## config.mk

```make
export PLATFORM = sky130hd
export DESIGN_NAME = disk_track_loader
export DESIGN_NICKNAME = d
export VERILOG_FILES = /design/src/rtl/disk_track_loader.sv
export SDC_FILE = /design/constraint.sdc
export NUM_CORES = 1
export LEC_CHECK = 0
export CORE_UTILIZATION = 40
export DETAILED_ROUTE_END_ITERATION = 10
export DONT_BUFFER_PORTS = 1
export PLACE_DENSITY_LB_ADDON = 0.05
export SETUP_SLACK_MARGIN = 0.5
export SYNTH_ARGS = -nofsm -noshare
export SYNTH_HDL_FRONTEND = slang
export SYNTH_SLANG_ARGS = --single-unit
```

## constraint.sdc

```tcl
create_clock -name clk_sys -period 6 [get_ports clk_sys]
set_input_delay 1.8 -clock clk_sys [delete_from_list [all_inputs] [get_ports clk_sys]]
set_output_delay 1.8 -clock clk_sys [all_outputs]
set_load 0.01 [all_outputs]
```

## src/rtl/disk_track_loader.sv

```systemverilog
// disk_track_loader: per-drive whole-track SD block sequencer feeding the Disk II track RAM.
// Build with `define DISK_WRITEBACK_EN to write dirty tracks back before a reload.
module disk_track_loader #(
    parameter int DRIVES         = 2,
    parameter int SECS_PER_TRACK = 13,
    parameter int TRACK_W        = 6
) (
    input  logic                              clk_sys,
    input  logic                              reset,
    input  logic [DRIVES*TRACK_W-1:0]         track,
    input  logic [DRIVES-1:0]                 img_mounted,
    input  logic [DRIVES-1:0]                 img_present,
    input  logic [DRIVES-1:0]                 dirty_set,
    input  logic                              sd_ack,
    output logic [31:0]                       sd_lba,
    output logic                              sd_rd,
    output logic                              sd_wr,
    output logic [$clog2(DRIVES):0]           sd_drive,
    output logic [$clog2(SECS_PER_TRACK)-1:0] track_sec,
    output logic                              cpu_wait,
    output logic                              busy
);
    localparam int SEC_W = $clog2(SECS_PER_TRACK);
    localparam int DRV_W = $clog2(DRIVES) + 1;
    localparam int IDX_W = (DRIVES > 1) ? $clog2(DRIVES) : 1;
    localparam logic [SEC_W-1:0] LAST_SEC = SEC_W'(SECS_PER_TRACK - 1);

    typedef enum logic [1:0] {
        S_IDLE = 2'd0,
        S_RD   = 2'd1,
`ifdef DISK_WRITEBACK_EN
        S_WB   = 2'd3,
`endif
        S_DONE = 2'd2
    } state_t;

    state_t             state_q, state_d;
    logic [DRIVES-1:0]  valid_q, valid_d;
    logic [DRIVES-1:0]  mount_pend_q, mount_pend_d;
    logic [TRACK_W-1:0] cur_track_q [DRIVES];
    logic [TRACK_W-1:0] cur_track_d [DRIVES];
    logic [TRACK_W-1:0] trk_in [DRIVES];
    logic [TRACK_W-1:0] new_trk_q, new_trk_d;
    logic [IDX_W-1:0]   drv_q, drv_d, pick;
    logic [SEC_W-1:0]   sec_q, sec_d;
    logic [31:0]        lba_q, lba_d;
    logic               rd_q, rd_d;
    logic               wr_q, wr_d;
    logic               ack_q;
    logic [DRIVES-1:0]  need;
    logic               any_need, ack_rise, ack_fall, last_blk, blk_done;

`ifdef DISK_WRITEBACK_EN
    logic [DRIVES-1:0]  dirty_q, dirty_d;
    // Remembers a controller write that lands while the old track is being written back.
    logic               redirty_q, redirty_d;
`else
    logic               unused_dirty;
    assign unused_dirty = ^dirty_set;
`endif

    function automatic logic [31:0] lba_of(input logic [TRACK_W-1:0] trk);
        return 32'(trk) * 32'(SECS_PER_TRACK);
    endfunction

    always_comb begin
        for (int d = 0; d < DRIVES; d++) begin
            trk_in[d] = track[d*TRACK_W +: TRACK_W];
            need[d]   = img_present[d] &
                        (~valid_q[d] | (trk_in[d] != cur_track_q[d]) | mount_pend_q[d]);
        end
        // Lowest-numbered drive wins when several need service.
        pick = '0;
        for (int d = DRIVES - 1; d >= 0; d--) begin
            if (need[d]) pick = IDX_W'(d);
        end
    end

    assign any_need = |need;
    assign ack_rise = sd_ack & ~ack_q;
    assign ack_fall = ~sd_ack & ack_q;
    assign last_blk = (sec_q == LAST_SEC);
    assign blk_done = ack_fall & last_blk;

    always_ff @(posedge clk_sys) begin
        if (reset) state_q <= S_IDLE;
        else       state_q <= state_d;
    end

    always_comb begin
        state_d = state_q;
        case (state_q)
            S_IDLE: begin
                if (any_need) begin
`ifdef DISK_WRITEBACK_EN
                    if (!mount_pend_q[pick] && dirty_q[pick]) state_d = S_WB;
                    else                                      state_d = S_RD;
`else
                    state_d = S_RD;
`endif
                end
            end
`ifdef DISK_WRITEBACK_EN
            S_WB:    if (blk_done) state_d = S_RD;
`endif
            S_RD:    if (blk_done) state_d = S_DONE;
            S_DONE:  state_d = S_IDLE;
            default: state_d = S_IDLE;
        endcase
    end

    always_comb begin
        busy     = (state_q != S_IDLE);
        cpu_wait = (state_q != S_IDLE);
    end

    always_ff @(posedge clk_sys) begin
        if (reset) begin
            valid_q      <= '0;
            mount_pend_q <= '0;
            for (int d = 0; d < DRIVES; d++) cur_track_q[d] <= '0;
            new_trk_q    <= '0;
            drv_q        <= '0;
            sec_q        <= '0;
            lba_q        <= '0;
            rd_q         <= 1'b0;
            wr_q         <= 1'b0;
            ack_q        <= 1'b0;
`ifdef DISK_WRITEBACK_EN
            dirty_q      <= '0;
            redirty_q    <= 1'b0;
`endif
        end else begin
            valid_q      <= valid_d;
            mount_pend_q <= mount_pend_d;
            cur_track_q  <= cur_track_d;
            new_trk_q    <= new_trk_d;
            drv_q        <= drv_d;
            sec_q        <= sec_d;
            lba_q        <= lba_d;
            rd_q         <= rd_d;
            wr_q         <= wr_d;
            ack_q        <= sd_ack;
`ifdef DISK_WRITEBACK_EN
            dirty_q      <= dirty_d;
            redirty_q    <= redirty_d;
`endif
        end
    end

    always_comb begin
        valid_d      = valid_q;
        mount_pend_d = mount_pend_q;
        cur_track_d  = cur_track_q;
        new_trk_d    = new_trk_q;
        drv_d        = drv_q;
        sec_d        = sec_q;
        lba_d        = lba_q;
        rd_d         = rd_q;
        wr_d         = wr_q;
`ifdef DISK_WRITEBACK_EN
        dirty_d      = dirty_q;
        redirty_d    = redirty_q;
`endif
        if (state_q == S_IDLE) begin
            if (any_need) begin
                new_trk_d = trk_in[pick];
                drv_d     = pick;
                sec_d     = '0;
                rd_d      = 1'b1;
                lba_d     = lba_of(trk_in[pick]);
                if (mount_pend_q[pick]) begin
                    // A fresh image makes whatever the RAM holds irrelevant, so no write-back.
                    mount_pend_d[pick] = 1'b0;
`ifdef DISK_WRITEBACK_EN
                    dirty_d[pick]      = 1'b0;
`endif
                end
`ifdef DISK_WRITEBACK_EN
                else if (dirty_q[pick]) begin
                    rd_d      = 1'b0;
                    wr_d      = 1'b1;
                    lba_d     = lba_of(cur_track_q[pick]);
                    redirty_d = 1'b0;
                end
`endif
            end
        end else if (state_q == S_DONE) begin
            cur_track_d[drv_q] = new_trk_q;
            valid_d[drv_q]     = 1'b1;
        end else begin
            if (ack_rise) begin
                if (last_blk) begin
                    rd_d = 1'b0;
                    wr_d = 1'b0;
                end
                lba_d = lba_q + 32'd1;
            end
            if (ack_fall) begin
                sec_d = last_blk ? '0 : sec_q + SEC_W'(1);
`ifdef DISK_WRITEBACK_EN
                if (last_blk && state_q == S_WB) begin
                    lba_d          = lba_of(new_trk_q);
                    rd_d           = 1'b1;
                    dirty_d[drv_q] = redirty_q;
                end
`endif
            end
`ifdef DISK_WRITEBACK_EN
            if (state_q == S_WB && dirty_set[drv_q]) redirty_d = 1'b1;
`endif
        end
        for (int d = 0; d < DRIVES; d++) begin
            if (img_mounted[d])  mount_pend_d[d] = 1'b1;
`ifdef DISK_WRITEBACK_EN
            if (dirty_set[d])    dirty_d[d]      = 1'b1;
`endif
            if (!img_present[d]) valid_d[d]      = 1'b0;
        end
    end

    assign sd_lba    = lba_q;
    assign sd_rd     = rd_q;
    assign sd_wr     = wr_q;
    assign sd_drive  = DRV_W'(drv_q);
    assign track_sec = sec_q;

endmodule
```

Yosys cells after proc, flatten, opt, wreduce, memory -nomap -nowiden
Cells that the tools add are included.

Register bits: 63. Logic and storage cells: 113.

Add/subtract/negate cells: 2. Multipliers: 1. Magnitude comparators: 7. Equal/unequal tests: 8. Multiplexer cells: 36. Bitwise logic cells: 21. Reduce and logical (&&, ||, !) cells: 25.

Operators with widths (count): $mux W32 (4); $add A32 B1 Y32 const B (1); $mux W6 (4); $mux W4 (5); $reduce_bool A2 Y1 (10); $mux W1 (13); $bwmux W12 (1); $ne A6 B6 Y1 (2); $reduce_and A3 Y1 (4); $mul A6 B4 Y10 const B (1); $mux W2 (5); $not A1 Y1 (7); $demux W6 S1 (1); $ne A2 B2 Y1 const B (3); $reduce_and A2 Y1 (3); $reduce_or A2 Y1 (3); $and A1 B1 Y1 (5); $add A4 B1 Y4 const B (1); $eq A4 B4 Y1 const B (1); $ge A2 B2 Y1 const B (2); $lt A1 B2 Y1 const B (2); $not A1 Y2 (2); $or A1 B1 Y1 (4); $pmux W2 S2 (1); other kinds (11) (15).

Logic depth before layout (Yosys ltp)
Depth in word-level cells: 16. Depth in mapped cells: 17. Depth with buffers taken out: 16.

Least setup slack after synthesis
Ideal clock, no wire load.

Kind: in2reg. Start point: input port track[6]. End point: register lba_q[9], in the netlist sd_lba[9]. Arrival: 5.140 ns. Data required time: 5.867 ns. Slack: 0.727 ns. Stages: 15. Buffers on the path: 1. Cells stage by stage: xor2_1 -> nor4_4 -> a21boi_1 -> and2_1 -> buf_2 -> mux2_4 -> ha_1 -> fa_1 -> fa_1 -> a21o_1 -> a21oi_1 -> or3_1 -> nand3_1 -> a31oi_1 -> nor3_1.

Cells in the longest elaborated chain, start to end: 13. Elaborated cells between the ends (all ways): 16. Those cells by class: mul (1); eq/ne (2); mux (7); bitwise (4); reduce/logical (2).

RTL lines: start: declaration (RTL line 10) `input logic [DRIVES*TRACK_W-1:0] track,`; $ne A6 B6 Y1 (RTL line 70) `(~valid_q[d] | (trk_in[d] != cur_track_q[d]) | mount_pend_q[d]);`; $or A1 B1 Y1 (2 in series) (RTL line 70); $and A1 B1 Y1 (RTL line 69) `need[d] = img_present[d] &`; $mux W1 (2 in series) (RTL line 75) `if (need[d]) pick = IDX_W'(d);`; $not A1 Y2 (implied by the code) (RTL line 171) `lba_d = lba_of(trk_in[pick]);`; $mux W6 (implied by the code) (3 in series) (RTL line 171); $mul A6 B4 Y10 (RTL line 63) `return 32'(trk) * 32'(SECS_PER_TRACK);`; $mux W32 (RTL line 166) `if (any_need) begin`; $mux W32 (RTL line 165) `if (state_q == S_IDLE) begin`; end signal: assignment (RTL line 140) `lba_q <= lba_d;`; end: declaration (RTL line 46) `logic [31:0] lba_q, lba_d;`.

Parallel ways exist; a longest one is shown, timed or not. The select of a mux whose other input is x is not followed. A chain may end at the register's enable or synchronous reset.

Worst setup path after layout
Start point: input port track[6]. End point: register lba_q[7], in the netlist sd_lba[7].

Same word-level chain as after synthesis.

==> impl_results.md <==
- Status: finished, final reports clean
- Core area: roughly 8900 µm²
- GPL Wtd Cong: approximately 0.78
- Worst-path maximum fanout: 5
- Setup tns final: 0 ns
- Yosys warns: 0
- Filler cells: just under 900
- Worst path required time: ~6.3 ns
- Max VDD drop: approximately 0.12 mV
- Minimum clock period: 5.21 ns
- Max-Cap Viols: 0
- Grt ovf: 0
- First-pass GRT wire length: about 15,000 µm
- Critical Path Start: track[6]
- Measured slew at the worst slew-check pin: ~1.1 ns
- F_max: 192 MHz
- Worst R2R End: sd_lba[7]$_SDFFE_PP0P_
- Clock power frac: 36.3%
- Critical path endpoint: sd_lba[7]$_SDFFE_PP0P_
- Total CTS buffers: 9
- Slew Viols, Final: 0
- Synthesis-stage register bit count: 63
- Chip height: about 100 µm
- RSZ-0062 raised after global routing: false
- Post-CTS Setup Bufs: 0
- Cell row count: 34
- Pre-CTS setup slack: slightly above 0.4 ns
- Syn Area/Cell: between 8 and 9 µm²
- H-tree depth: 3
- Worst-path clk slew: approximately 0.080 ns
- Slew HR: 26.2%
- Origin of the critical flop-to-flop path: cur_track_q[0]$_SDFFE_PP0P_
- Top cells by area, synth: dfxtp_1 (34%), ha_1 (6.4%), mux2i_1 (6.2%)
- DR pass1 iterations: 4
- Vias in the first global route: roughly 2,900
- Clk_lat worst skew: around 0.34 ns
- Ys async rst share: 0%
- CTS root buf: clkbuf_8
- Post-detail-place hpwl: 6670 µm
- Clock skew: 0.0104 ns
- Critical path class: primary input to flop
- Leading area contributor after synthesis: dfxtp_1
- Top_reg_cell synth: dfxtp_1
- Count leader, synth: dfxtp_1
- Vias post-DR: around 3,100
- Worst hold slack: 0.489 ns
- Synth cell types: 60
- Antenna violations before repair: 0
- Crit. End Element: flop
- DRT iter0 DRCs: 118
- Seq pwr share: approximately 45%
- WL/cell: approximately 17 µm
- PwrDens: about 260 nW/µm²
- WL final: 9390 µm
- Clock tree buffer depth: 2
- Crit path DAT: 5.48 ns
- Reg-to-reg slack, setup: around 1.9 ns
- Antenna cells: 0
- Period utilization: between 80% and 90%
- Total Die Area: about 9700 µm²
- Post-synthesis cell area: 3730 µm²
- Worst Reg-to-Reg Cells: 14
- Top post-synthesis cells by count: dfxtp_1 (63), nor2_1 (31), a21oi_1 (30)
- DR vias/cell: just under 6
- Internal power: 0.712 mW
- Combinational power share: 18.7%
- Layout cells sized above 1: under 10%
- Number of flops mapped to enable cells by yosys: 0
- Initial core utilization: 42.0%
- Die width: 98.6 µm
- IO Pins: 63
- P_sw: between 0.3 and 0.4 mW
- Post-route worst setup slack: 0.791 ns
- Overall Power: ~1.1 mW
- Final ANT Viol Nets: 0
- Final number of setup-violating endpoints: 0
- # DRC: 0
- Worst min path class: flop to flop
- CTS tree: yes
- Sequential-to-total area share from yosys stat: approximately a third
- Sw frac: about a third
- Clock sink count: 63
- Top cell type's share of synthesized area: between 30% and 40%
- Final net count: between 400 and 500
- Total Routing Usage GR: roughly a fifth
- P&R area growth vs syn: 6.73%
- Lkg Pwr: approximately 1.6 nW
- Largest net degree at the start of global routing: 38
- Startpoint Class: primary input
- IO Port Bufs: 0
- Synthesized netlist cell count: between 400 and 500
- Final Hold Vio Count: 0
## final cells by class
type | instances | area, µm² | share of cell area, %
Sequential cell | 63 | 1260 | 31.6
Clock buffer | 9 | 124 | 3.11
Tap cell | 108 | 135 | 3.39
Multi-Input combinational cell | 326 | 2280 | 57.1
Inverter | 21 | 78.8 | 1.98
Timing Repair Buffer | 5 | 37.5 | 0.942
Clock inverter | 7 | 72.6 | 1.82
## worst min-delay path by stage
stage | start | endpoint | slack, ns | cells past startpoint
floorplan | mount_pend_q[1]$_SDFFE_PP0P_ | mount_pend_q[1]$_SDFFE_PP0P_ | 0.44 | 2
global placement | mount_pend_q[1]$_SDFFE_PP0P_ | mount_pend_q[1]$_SDFFE_PP0P_ | 0.46 | 2
detailed placement | mount_pend_q[1]$_SDFFE_PP0P_ | mount_pend_q[1]$_SDFFE_PP0P_ | 0.47 | 2
CTS | mount_pend_q[0]$_SDFFE_PP0P_ | mount_pend_q[0]$_SDFFE_PP0P_ | 0.49 | 2
global route | mount_pend_q[1]$_SDFFE_PP0P_ | mount_pend_q[1]$_SDFFE_PP0P_ | 0.51 | 2
finish | mount_pend_q[1]$_SDFFE_PP0P_ | mount_pend_q[1]$_SDFFE_PP0P_ | 0.49 | 2
## layer usage
metal / track usage (%) / part of all wire, % / routed length [µm] / up-vias
met3: 4.89 / 5.6 / 529 / 8
met1: 28.4 / 50 / 4710 / 1505
met5: 0 / 0 / 0 / -
li1: - / - / - / 1550
met4: 6.20 / 1.1 / 99 / 0
met2: 30.0 / 43 / 4050 / 76
## critical path, cell delays in order
cell,delay [ns]
xor2_1,0.16
nor4_4,0.37
a21boi_1,0.19
and2_2,0.31
mux2_4,0.35
ha_1,0.33
fa_1,0.52
fa_1,0.48
a21o_1,0.19
a21oi_1,0.28
xnor2_1,0.16
a22o_1,0.14
nand2_1,0.05
a21oi_1,0.15
## power by group through the flow
stage | clock (mW) | sequential [mW] | combinational, mW
floorplan | 0 | 0.473 | 0.165
global placement | 0 | 0.483 | 0.192
detailed placement | 0 | 0.484 | 0.194
CTS | 0.394 | 0.474 | 0.197
global route | 0.415 | 0.477 | 0.224
finish | 0.382 | 0.473 | 0.196
## placed cells by master, fill, tap and decap left out, drive strengths merged, types with 3 or more instances in the layout
master / synthesis / routed
mux2i: 23 / 23
inv: 21 / 22
xnor2: 10 / 10
clkinv: 0 / 3
o21ai: 10 / 10
a211oi: 5 / 5
a31o: 3 / 3
ha: 19 / 19
a311oi: 3 / 3
and3: 15 / 15
o211ai: 5 / 5
a31oi: 4 / 4
nor3: 21 / 21
a21oi: 30 / 30
nand4: 11 / 11
o31ai: 10 / 10
nand3b: 5 / 5
nand2: 29 / 29
o21a: 6 / 6
nand2b: 11 / 11
nor4: 3 / 3
fa: 3 / 3
xor2: 6 / 6
or4: 7 / 7
and4: 3 / 3
nor2: 33 / 33
clkbuf: 10 / 9
dfxtp: 63 / 63
buf: 12 / 5
nand3: 21 / 21
## stage by stage
stage	instances	area, µm²	util, %
after floorplan	432	3740	-
after global placement	523	3780	42.6
after detailed placement	523	3780	42.6
after CTS	539	3980	44.8
after global routing	539	3990	44.8
final	539	3990	44.8
## cell families after synthesis
family,after synthesis,share of synthesized area [%]
mux,25,6.97
compound gates,92,17.1
flops,63,33.8
fa+ha+maj,22,7.97
buf+inv,43,5.53
simple gates,169,24.9
other cells,1,0.100
xor+xnor,16,3.75
## what timing repair did
item,4_1_cts,5_1_grt
resized for setup,0,2
hold buffers,0,0
endpoints found under the setup margin,0,1
hold endpoints to repair,0,0
## sequential cells by signal, indices dropped and copies added (netlist names)
register,cells
valid_q,2
sd_lba,32
new_trk_q,6
track_sec,4
drv_q,1
cur_track_q,12
ack_q,1
state_q,2
sd_rd,1
mount_pend_q,2
(Power assumes the default switching activity.)
